`src/rtl/fft_frame_sink.sv`:
```
// Stream sink for framed I/Q symbol bursts: checks burst length and slot/symbol sequencing,
// counts good symbols and reports the peak |I| sample. Define FFT_SINK_PEAK_EN to build the peak detector.
module fft_frame_sink #(
  parameter int DATA_NBIT = 16,
  parameter int CNT_NBIT  = 16
) (
  input  logic                 clk,
  input  logic                 reset,
  input  logic [1:0]           fft_num,
  input  logic                 cp_type,
  input  logic [DATA_NBIT-1:0] sink_i,
  input  logic [DATA_NBIT-1:0] sink_q,
  input  logic                 sink_h,
  input  logic                 sink_s,
  input  logic                 sink_v,
  output logic                 sym_done,
  output logic [2:0]           sym_idx,
  output logic [CNT_NBIT-1:0]  sym_total,
  output logic                 len_err,
  output logic                 hdr_err,
  output logic                 slot_err,
  output logic [11:0]          pk_idx,
  output logic [DATA_NBIT-1:0] pk_val
);

  typedef enum logic [1:0] {IDLE, ARM, COLLECT} state_e;

  state_e              state_q, state_d;
  logic [11:0]         cnt_q, cnt_d;
  logic [11:0]         len_q, len_d;
  logic                seen_q, seen_d;
  logic                fail_q, fail_d;
  logic                sym_done_q, sym_done_d;
  logic [2:0]          sym_idx_q, sym_idx_d;
  logic [CNT_NBIT-1:0] sym_total_q, sym_total_d;
  logic                len_err_q, len_err_d;
  logic                hdr_err_q, hdr_err_d;
  logic                slot_err_q, slot_err_d;

  logic        hdr_acc, burst_end, samp_acc, arm_start;
  logic [11:0] hdr_len;
  logic [2:0]  last_idx;

  always_comb begin
    hdr_len = 12'd2048;
    case (fft_num)
      2'b00:   hdr_len = 12'd2048;
      2'b01:   hdr_len = 12'd1536;
      2'b10:   hdr_len = 12'd1024;
      default: hdr_len = 12'd512;
    endcase
    last_idx = cp_type ? 3'd5 : 3'd6;
  end

  always_comb begin
    state_d     = state_q;
    cnt_d       = cnt_q;
    len_d       = len_q;
    seen_d      = seen_q;
    fail_d      = fail_q;
    sym_done_d  = 1'b0;
    sym_idx_d   = sym_idx_q;
    sym_total_d = sym_total_q;
    len_err_d   = len_err_q;
    hdr_err_d   = hdr_err_q;
    slot_err_d  = slot_err_q;
    hdr_acc     = 1'b0;
    burst_end   = 1'b0;
    samp_acc    = 1'b0;
    arm_start   = 1'b0;

    case (state_q)
      IDLE: begin
        if (sink_h) begin
          hdr_acc = 1'b1;
          state_d = ARM;
        end else if (sink_v) begin
          hdr_err_d = 1'b1;
        end
      end
      ARM: begin
        if (sink_h) begin
          hdr_err_d = 1'b1;
          hdr_acc   = 1'b1;
        end else if (sink_v) begin
          state_d   = COLLECT;
          cnt_d     = 12'd1;
          fail_d    = 1'b0;
          samp_acc  = 1'b1;
          arm_start = 1'b1;
        end else begin
          hdr_err_d = 1'b1;
          state_d   = IDLE;
        end
      end
      COLLECT: begin
        if (sink_v) begin
          if (sink_h) begin
            hdr_err_d = 1'b1;
            len_err_d = 1'b1;
            hdr_acc   = 1'b1;
            state_d   = ARM;
          end else if (cnt_q < len_q) begin
            cnt_d    = cnt_q + 12'd1;
            samp_acc = 1'b1;
          end else begin
            // overlong burst: freeze the count and poison the burst
            len_err_d = 1'b1;
            fail_d    = 1'b1;
          end
        end else begin
          burst_end = 1'b1;
          hdr_acc   = sink_h;
          state_d   = sink_h ? ARM : IDLE;
        end
      end
      default: state_d = IDLE;
    endcase

    if (burst_end) begin
      if (cnt_q == len_q && !fail_q) begin
        sym_done_d  = 1'b1;
        sym_total_d = sym_total_q + CNT_NBIT'(1);
      end else begin
        len_err_d = 1'b1;
      end
    end

    if (hdr_acc) begin
      len_d  = hdr_len;
      seen_d = 1'b1;
      if (sink_s) begin
        if (seen_q && sym_idx_q != last_idx) slot_err_d = 1'b1;
        sym_idx_d = 3'd0;
      end else begin
        if (!seen_q) slot_err_d = 1'b1;
        if (sym_idx_q == last_idx) begin
          slot_err_d = 1'b1;
          sym_idx_d  = 3'd0;
        end else begin
          sym_idx_d = sym_idx_q + 3'd1;
        end
      end
    end
  end

  always_ff @(posedge clk or negedge reset) begin
    if (!reset) begin
      state_q     <= IDLE;
      cnt_q       <= '0;
      len_q       <= 12'd2048;
      seen_q      <= 1'b0;
      fail_q      <= 1'b0;
      sym_done_q  <= 1'b0;
      sym_idx_q   <= '0;
      sym_total_q <= '0;
      len_err_q   <= 1'b0;
      hdr_err_q   <= 1'b0;
      slot_err_q  <= 1'b0;
    end else begin
      state_q     <= state_d;
      cnt_q       <= cnt_d;
      len_q       <= len_d;
      seen_q      <= seen_d;
      fail_q      <= fail_d;
      sym_done_q  <= sym_done_d;
      sym_idx_q   <= sym_idx_d;
      sym_total_q <= sym_total_d;
      len_err_q   <= len_err_d;
      hdr_err_q   <= hdr_err_d;
      slot_err_q  <= slot_err_d;
    end
  end

  assign sym_done  = sym_done_q;
  assign sym_idx   = sym_idx_q;
  assign sym_total = sym_total_q;
  assign len_err   = len_err_q;
  assign hdr_err   = hdr_err_q;
  assign slot_err  = slot_err_q;

`ifdef FFT_SINK_PEAK_EN
  localparam logic [DATA_NBIT-1:0] MIN_NEG = {1'b1, {(DATA_NBIT-1){1'b0}}};
  localparam logic [DATA_NBIT-1:0] MAX_POS = {1'b0, {(DATA_NBIT-1){1'b1}}};

  logic [DATA_NBIT-1:0] abs_i;
  logic [DATA_NBIT-1:0] run_max_q, run_max_d, pk_val_q, pk_val_d;
  logic [11:0]          run_idx_q, run_idx_d, pk_idx_q, pk_idx_d;

  always_comb begin
    abs_i = sink_i;
    if (sink_i[DATA_NBIT-1]) abs_i = (sink_i == MIN_NEG) ? MAX_POS : (DATA_NBIT'(0) - sink_i);
    run_max_d = run_max_q;
    run_idx_d = run_idx_q;
    pk_val_d  = pk_val_q;
    pk_idx_d  = pk_idx_q;
    // first sample of a burst restarts the search; strict compare keeps the earliest tie
    if (arm_start) begin
      run_max_d = abs_i;
      run_idx_d = 12'd0;
    end else if (samp_acc && abs_i > run_max_q) begin
      run_max_d = abs_i;
      run_idx_d = cnt_q;
    end
    if (sym_done_d) begin
      pk_val_d = run_max_q;
      pk_idx_d = run_idx_q;
    end
  end

  always_ff @(posedge clk or negedge reset) begin
    if (!reset) begin
      run_max_q <= '0;
      run_idx_q <= '0;
      pk_val_q  <= '0;
      pk_idx_q  <= '0;
    end else begin
      run_max_q <= run_max_d;
      run_idx_q <= run_idx_d;
      pk_val_q  <= pk_val_d;
      pk_idx_q  <= pk_idx_d;
    end
  end

  assign pk_idx = pk_idx_q;
  assign pk_val = pk_val_q;

  logic unused_in;
  assign unused_in = ^sink_q;
`else
  assign pk_idx = '0;
  assign pk_val = '0;

  logic unused_in;
  assign unused_in = ^{sink_q, sink_i, samp_acc, arm_start};
`endif

endmodule

```
`config.mk`:
```
export PLATFORM = sky130hd
export DESIGN_NAME = fft_frame_sink
export DESIGN_NICKNAME = d
export VERILOG_FILES = /design/src/rtl/fft_frame_sink.sv
export SDC_FILE = /design/constraint.sdc
export NUM_CORES = 1
export LEC_CHECK = 0
export CORE_ASPECT_RATIO = 1.2
export CORE_UTILIZATION = 29
export DETAILED_ROUTE_END_ITERATION = 8
export SLEW_MARGIN = 20
export SYNTH_ARGS = -nofsm -noshare
export SYNTH_HDL_FRONTEND = slang
export SYNTH_SLANG_ARGS = --single-unit
```
`constraint.sdc`:
```
create_clock -name clk -period 2.5 [get_ports clk]
set_input_delay 0.375 -clock clk [delete_from_list [all_inputs] [get_ports clk]]
set_output_delay 0.375 -clock clk [all_outputs]
set_load 0.02 [all_outputs]
```
==> flow_summary.yaml, run 1 <==
synthesis:
  synth-edff-count: 0
  yosysWarningCount: 0
  async_flop_share: 1.00
  postSynthCellCount: 250
  synth_ff_type: "dfrtp_1"
  syn_area_per_cell_um2: 9.81
  ys_seq_elements: 42
  seq_area_frac_synth: 0.429
  yosys.area.top_type: "dfrtp_1"
  syn_area_um2: 2450
  synth_top_area_share: 0.418
  synth_area_leaders: "dfrtp_1, buf_4, ha_1"
  synth.distinct_cells: 46
setup_path:
  worst-setup-path-type: "flop to flop"
  crit_path_end_kind: "flop"
  crit_fanout: 12
  cp.required_ns: 2.73
  worstSetupStartpointType: "flop"
  arrival_ns: 2.65
routing:
  first_pass_iters: 4
  vias: 1808
  drtIter0Drc: 153
  viasPerCell: 4.49
  routed_wl_um: 4690
  wl_per_cell_um: 11.6
  drc: 0
  ant_nets: 0
sta:
  drv_slew: 0
  fin_crit_sh: 0.967
  clock.fmax_mhz: 414
  worst_pin_slew_ns: 0.929
  setup_violations: 0
  fin_ws_ns: 0.0837
  maxSlewHeadroom: 0.381
  min_period_ns: 2.42
  fin_skew_ns: 0.0126
  rsz0062_at_grt: "false"
  setup_tns_ns: 0
  hold_viol_final: 0
cells_and_area:
  syn_to_final_growth_pct: 19.0
  drive_gt1_frac: 0.0865
  multi_input_area_um2: 1210
  seqCellArea_um2: 1050
  final_common_cell: "dfrtp_1"
  layout_common_cells: "dfrtp_1, clkdlybuf4s50_1, conb_1, nand2_1, inv_1"
  n_fill_cell: 824
  diodes: 0
  design.final.nets: 338
  postLayoutCoreUtil: 0.358
floorplan:
  coreArea_um2: 8150
  io_pins: 91
  die-area_um2: 8830
  num_rows: 36
  die_w_um: 85.9
  start_util: 0.301
  die_h_um: 103
cts:
  cts_root_buffer: "clkbuf_8"
  clk_pin_slew_ns: 0.09
  clkLatencyLatePin_ns: 0.30
  hold_buffers: 0
  numCtsBuffers: 5
  cts_tree: "yes"
  clock_path_buffers: 2
  htreeDepth: 2
  clock-sinks: 42
placed_design:
  place.gp.congestion: 0.756
  pre_cts_slack_ns: -0.202
  io_buffers: 30
  dp_hpwl_um: 3510
pwr:
  ir_drop_uv: 196
  p_leak_uw: 0.00123
  power.density_nw_per_um2: 561
grt:
  grt_overflow: 0
  grt_max_degree: 43
  antenna_found_initial: 0
  grt_first_pass_wirelength_um: 8000
  grt_pass1_vias: 1713
  grtUsageTotal: 0.116
run_status:
  status: "finished, final reports clean"
flow_run:
  drv_cap: 0
worst_hold_path:
  hold_path.class: "input port to async pin"
cells in the mapped netlist (8+ instances only):
master and number:
inv_1 13, buf_4 28, nand2_1 23, dfrtp_1 41, a21oi_1 9, nor2_1 8, nand3_1 8, o21ai_0 8
ha_1 10, xor2_1 12
final timing paths:
path / startpoint / to / slack (ns) / cells past startpoint
min: reset / cnt_q[10] / 0.21 / 1
min reg2reg: sym_total[15] / sym_total[15] / 0.48 / 1
min in group clk: sym_total[15] / sym_total[15] / 0.48 / 1
max in group asynchronous: reset / cnt_q[9] / 1.70 / 1
max: cnt_q[9] / sym_total[5] / 0.08 / 7
max reg2reg: cnt_q[9] / sym_total[5] / 0.08 / 7
layout make-up:
| cell class | instances | share of cell area |
|---|---|---|
| Multi-Input combinational cell | 187 | 0.413 |
| Sequential cell | 42 | 0.360 |
| Clock buffer | 6 | 0.0249 |
| Timing Repair Buffer | 38 | 0.122 |
| Clock inverter | 2 | 0.0129 |
| Tap cell | 114 | 0.0489 |
| Inverter | 14 | 0.0180 |
power breakdown:
group / total [uW] / leakage [uW] / switching, uW / internal (uW)
clock network: 537 / 0.0000514 / 239 / 298
logic: 318 / 0.000658 / 185 / 134
registers: 781 / 0.000518 / 52.5 / 728
total: 1640 / 0.00123 / 476 / 1160
metal layers:
metal / vias up / part of all wire / global-route usage
met5: - / 0 / 0
met4: 0 / 0.019 / 0.0500
met3: 6 / 0.041 / 0.0264
met2: 44 / 0.49 / 0.208
met1: 862 / 0.45 / 0.132
li1: 896 / - / -
stage by stage:
step	hold slack (ns)	area (um^2)	cells	total power [uW]
2_1_floorplan	0.0794	2550	277	1020
3_3_place_gp	0.467	2800	395	1110
3_5_place_dp	0.467	2800	395	1120
4_1_cts	0.253	2910	403	1660
5_1_grt	0.306	2920	403	1720
6_report	0.206	2920	403	1640
kinds of logic (layout without fill, tap and decap cells):
kind of cell             count (synthesis)  in the layout  share of synthesized area
flip-flops                              42             42                      0.429
other                                    1             28                    0.00153
AO/OA/AOI/OAI                           30             30                     0.0786
multiplexers                             6              6                     0.0255
XOR/XNOR                                17             17                     0.0607
buffers and inverters                   48             60                      0.123
adder cells (fa/ha/maj)                 10             10                     0.0510
AND/OR/NAND/NOR                         96             96                      0.231
critical path, stage by stage (launching register included):
cell and delay (ns):
dfrtp_1 0.39, inv_1 0.06, ha_1 0.28, or4b_1 0.43
or4_4 0.62, buf_4 0.20, nor3_2 0.20, xor2_1 0.16
state kept, by name, summed over array words and instances (netlist names):
| name | cells |
|---|---|
| cnt_q | 12 |
| fail_q | 1 |
| hdr_err | 1 |
| len_err | 1 |
| len_q | 3 |
| seen_q | 1 |
| slot_err | 1 |
| state_q | 2 |
| sym_done | 1 |
| sym_idx | 3 |
| sym_total | 16 |
repair_timing:
| action | in CTS | in global routing |
|---|---|---|
| endpoints found under the setup margin | 0 | 1 |
| gates resized for setup | 0 | 1 |
| setup buffers | 0 | 0 |
(Power assumes the default switching activity.)
==> inputs of run 2 (changes only) <==
- CORE_ASPECT_RATIO: 1.2 -> unset
==> flow_summary.yaml, run 2 (same netlist as run 1, synthesis figures left out) <==
pwr:
  switchingPower_uw: 497
  combPwrFrac: 0.182
  clkPwrFrac: 0.375
  pwr-share-seq: 0.444
  p_leak_uw: 0.00125
  p_sw_frac: 0.282
  p_int_uw: 1260
  ir_drop_uv: 235
  power.density_nw_per_um2: 594
sta:
  maxSlewHeadroom: 0.385
  worst_pin_slew_ns: 0.923
  rsz0062_at_grt: "false"
  min_period_ns: 2.32
  clock.fmax_mhz: 431
  setup_violations: 0
  fin_skew_ns: 0.0105
  fin_crit_sh: 0.928
  setup_tns_ns: 0
  drv_slew: 0
  hold_viol_final: 0
setup_path:
  cp_cell_sequence: "clkdlybuf4s50_1 > or4_4 > or4_4 > nor4_1 > xor2_1"
  arrival_ns: 2.55
  worst-setup-path-type: "input port to flop"
  crit_fanout: 8
  slowest_stage: "or4_4"
  path_common_cell: "or4_4"
  crit_path_end_kind: "flop"
  cp.required_ns: 2.73
  max_stage_delay_ns: 0.63
  worstSetupStartpointType: "input port"
cts:
  cts_root_buffer: "clkbuf_8"
  htreeDepth: 2
  hold_buffers: 0
  clock_path_buffers: 2
  cts_tree: "yes"
  numCtsBuffers: 5
  clk_pin_slew_ns: 0.09
  clkLatencyLatePin_ns: 0.31
  clock-sinks: 42
cells_and_area:
  postLayoutCoreUtil: 0.360
  finalInstanceArea_um2: 2960
  drive_gt1_frac: 0.0966
  largest_reg_flops: 16
  final_common_cell: "dfrtp_1"
  design.final.nets: 339
  syn_to_final_growth_pct: 20.8
  layout_common_cells: "dfrtp_1, clkdlybuf4s50_1, conb_1, nand2_1, inv_1"
  diodes: 0
floorplan:
  die-area_um2: 8830
  die_h_um: 94.0
  coreArea_um2: 8220
  num_rows: 33
  start_util: 0.298
  die_w_um: 94.0
  io_pins: 91
flow_run:
  drv_cap: 0
routing:
  ant_nets: 0
  vias: 1810
  first_pass_iters: 4
  drc: 0
  wl_per_cell_um: 11.9
  routed_wl_um: 4690
  viasPerCell: 4.58
  drtIter0Drc: 95
grt:
  grtUsageTotal: 0.117
  antenna_found_initial: 0
  grt_pass1_vias: 1682
  grt_overflow: 0
  grt_first_pass_wirelength_um: 8070
  grt_max_degree: 43
placed_design:
  place.gp.congestion: 0.863
  io_buffers: 30
  post_dp_cell_area_um2: 2810
  dp_hpwl_um: 3410
worst_hold_path:
  hold_path.class: "input port to async pin"
run_status:
  status: "finished, final reports clean"
[run 2: changes by cell type in the layout (fill, tap and decap cells not counted)]
cell / previous run / this run
clkinvlp_4: 1 / 0
nor4_2: 1 / 2
clkinv_4: 0 / 1
nor4_1: 6 / 5
clkbuf_1: 1 / 0
buf_12: 0 / 1
bufinv_16: 1 / 2
[run 2: critical path: cells and delay by family]
family | cells | cell delay (ns)
xor+xnor | 1 | 0.17
simple gates | 3 | 1.55
buf+inv | 1 | 0.44
[run 2: metrics by stage]
step,power (uW),worst slack (ns),hold slack [ns],instances
finish,1760,0.181,0.201,395
global route,1850,0.0378,0.291,395
CTS,1780,0.0985,0.258,395
detailed placement,1120,-0.145,0.456,387
global placement,1110,-0.131,0.463,387
floorplan,1020,0.228,0.0794,277
[run 2: worst paths after layout]
path	from	endpoint	slack, ns	cells after the start
setup / recovery	sink_v	sym_total[8]	0.18	5
hold reg to reg	sym_total[15]	sym_total[15]	0.48	1
hold / removal	reset	sym_total[10]	0.20	1
setup reg to reg	cnt_q[9]	sym_total[8]	0.20	6
min in group clk	sym_total[15]	sym_total[15]	0.48	1
max in group asynchronous	reset	sym_idx[1]	1.72	1
[run 2: power groups by stage]
stage          Sequential [uW]  Combinational (uW)  Clock, uW
2_1_floorplan              820                 195          0
3_3_place_gp               794                 317          0
3_5_place_dp               795                 321          0
4_1_cts                    782                 323        673
5_1_grt                    791                 359        699
6_report                   781                 320        659
[run 2: what timing repair did]
item,4_1_cts,5_1_grt
endpoints found under the setup margin,0,7
resized for setup,0,2
endpoints found under the hold margin,0,0
buffers inserted,0,0
[run 2: per-layer routing]
metal	track usage	up-vias	wire, um
li1	-	904	-
met5	0	-	0
met1	0.154	858	2170
met3	0.0243	10	146
met4	0.0385	0	71
met2	0.190	38	2300
[run 2: cell type report]
class / count / area [um^2]
tap: 105 / 131
clock buffer: 5 / 68.8
clock inverter: 3 / 68.8
timing repair buffer: 39 / 375
inverter: 14 / 52.6
sequential: 42 / 1050
fill: 841 / 5260
multi-input combinational: 187 / 1210
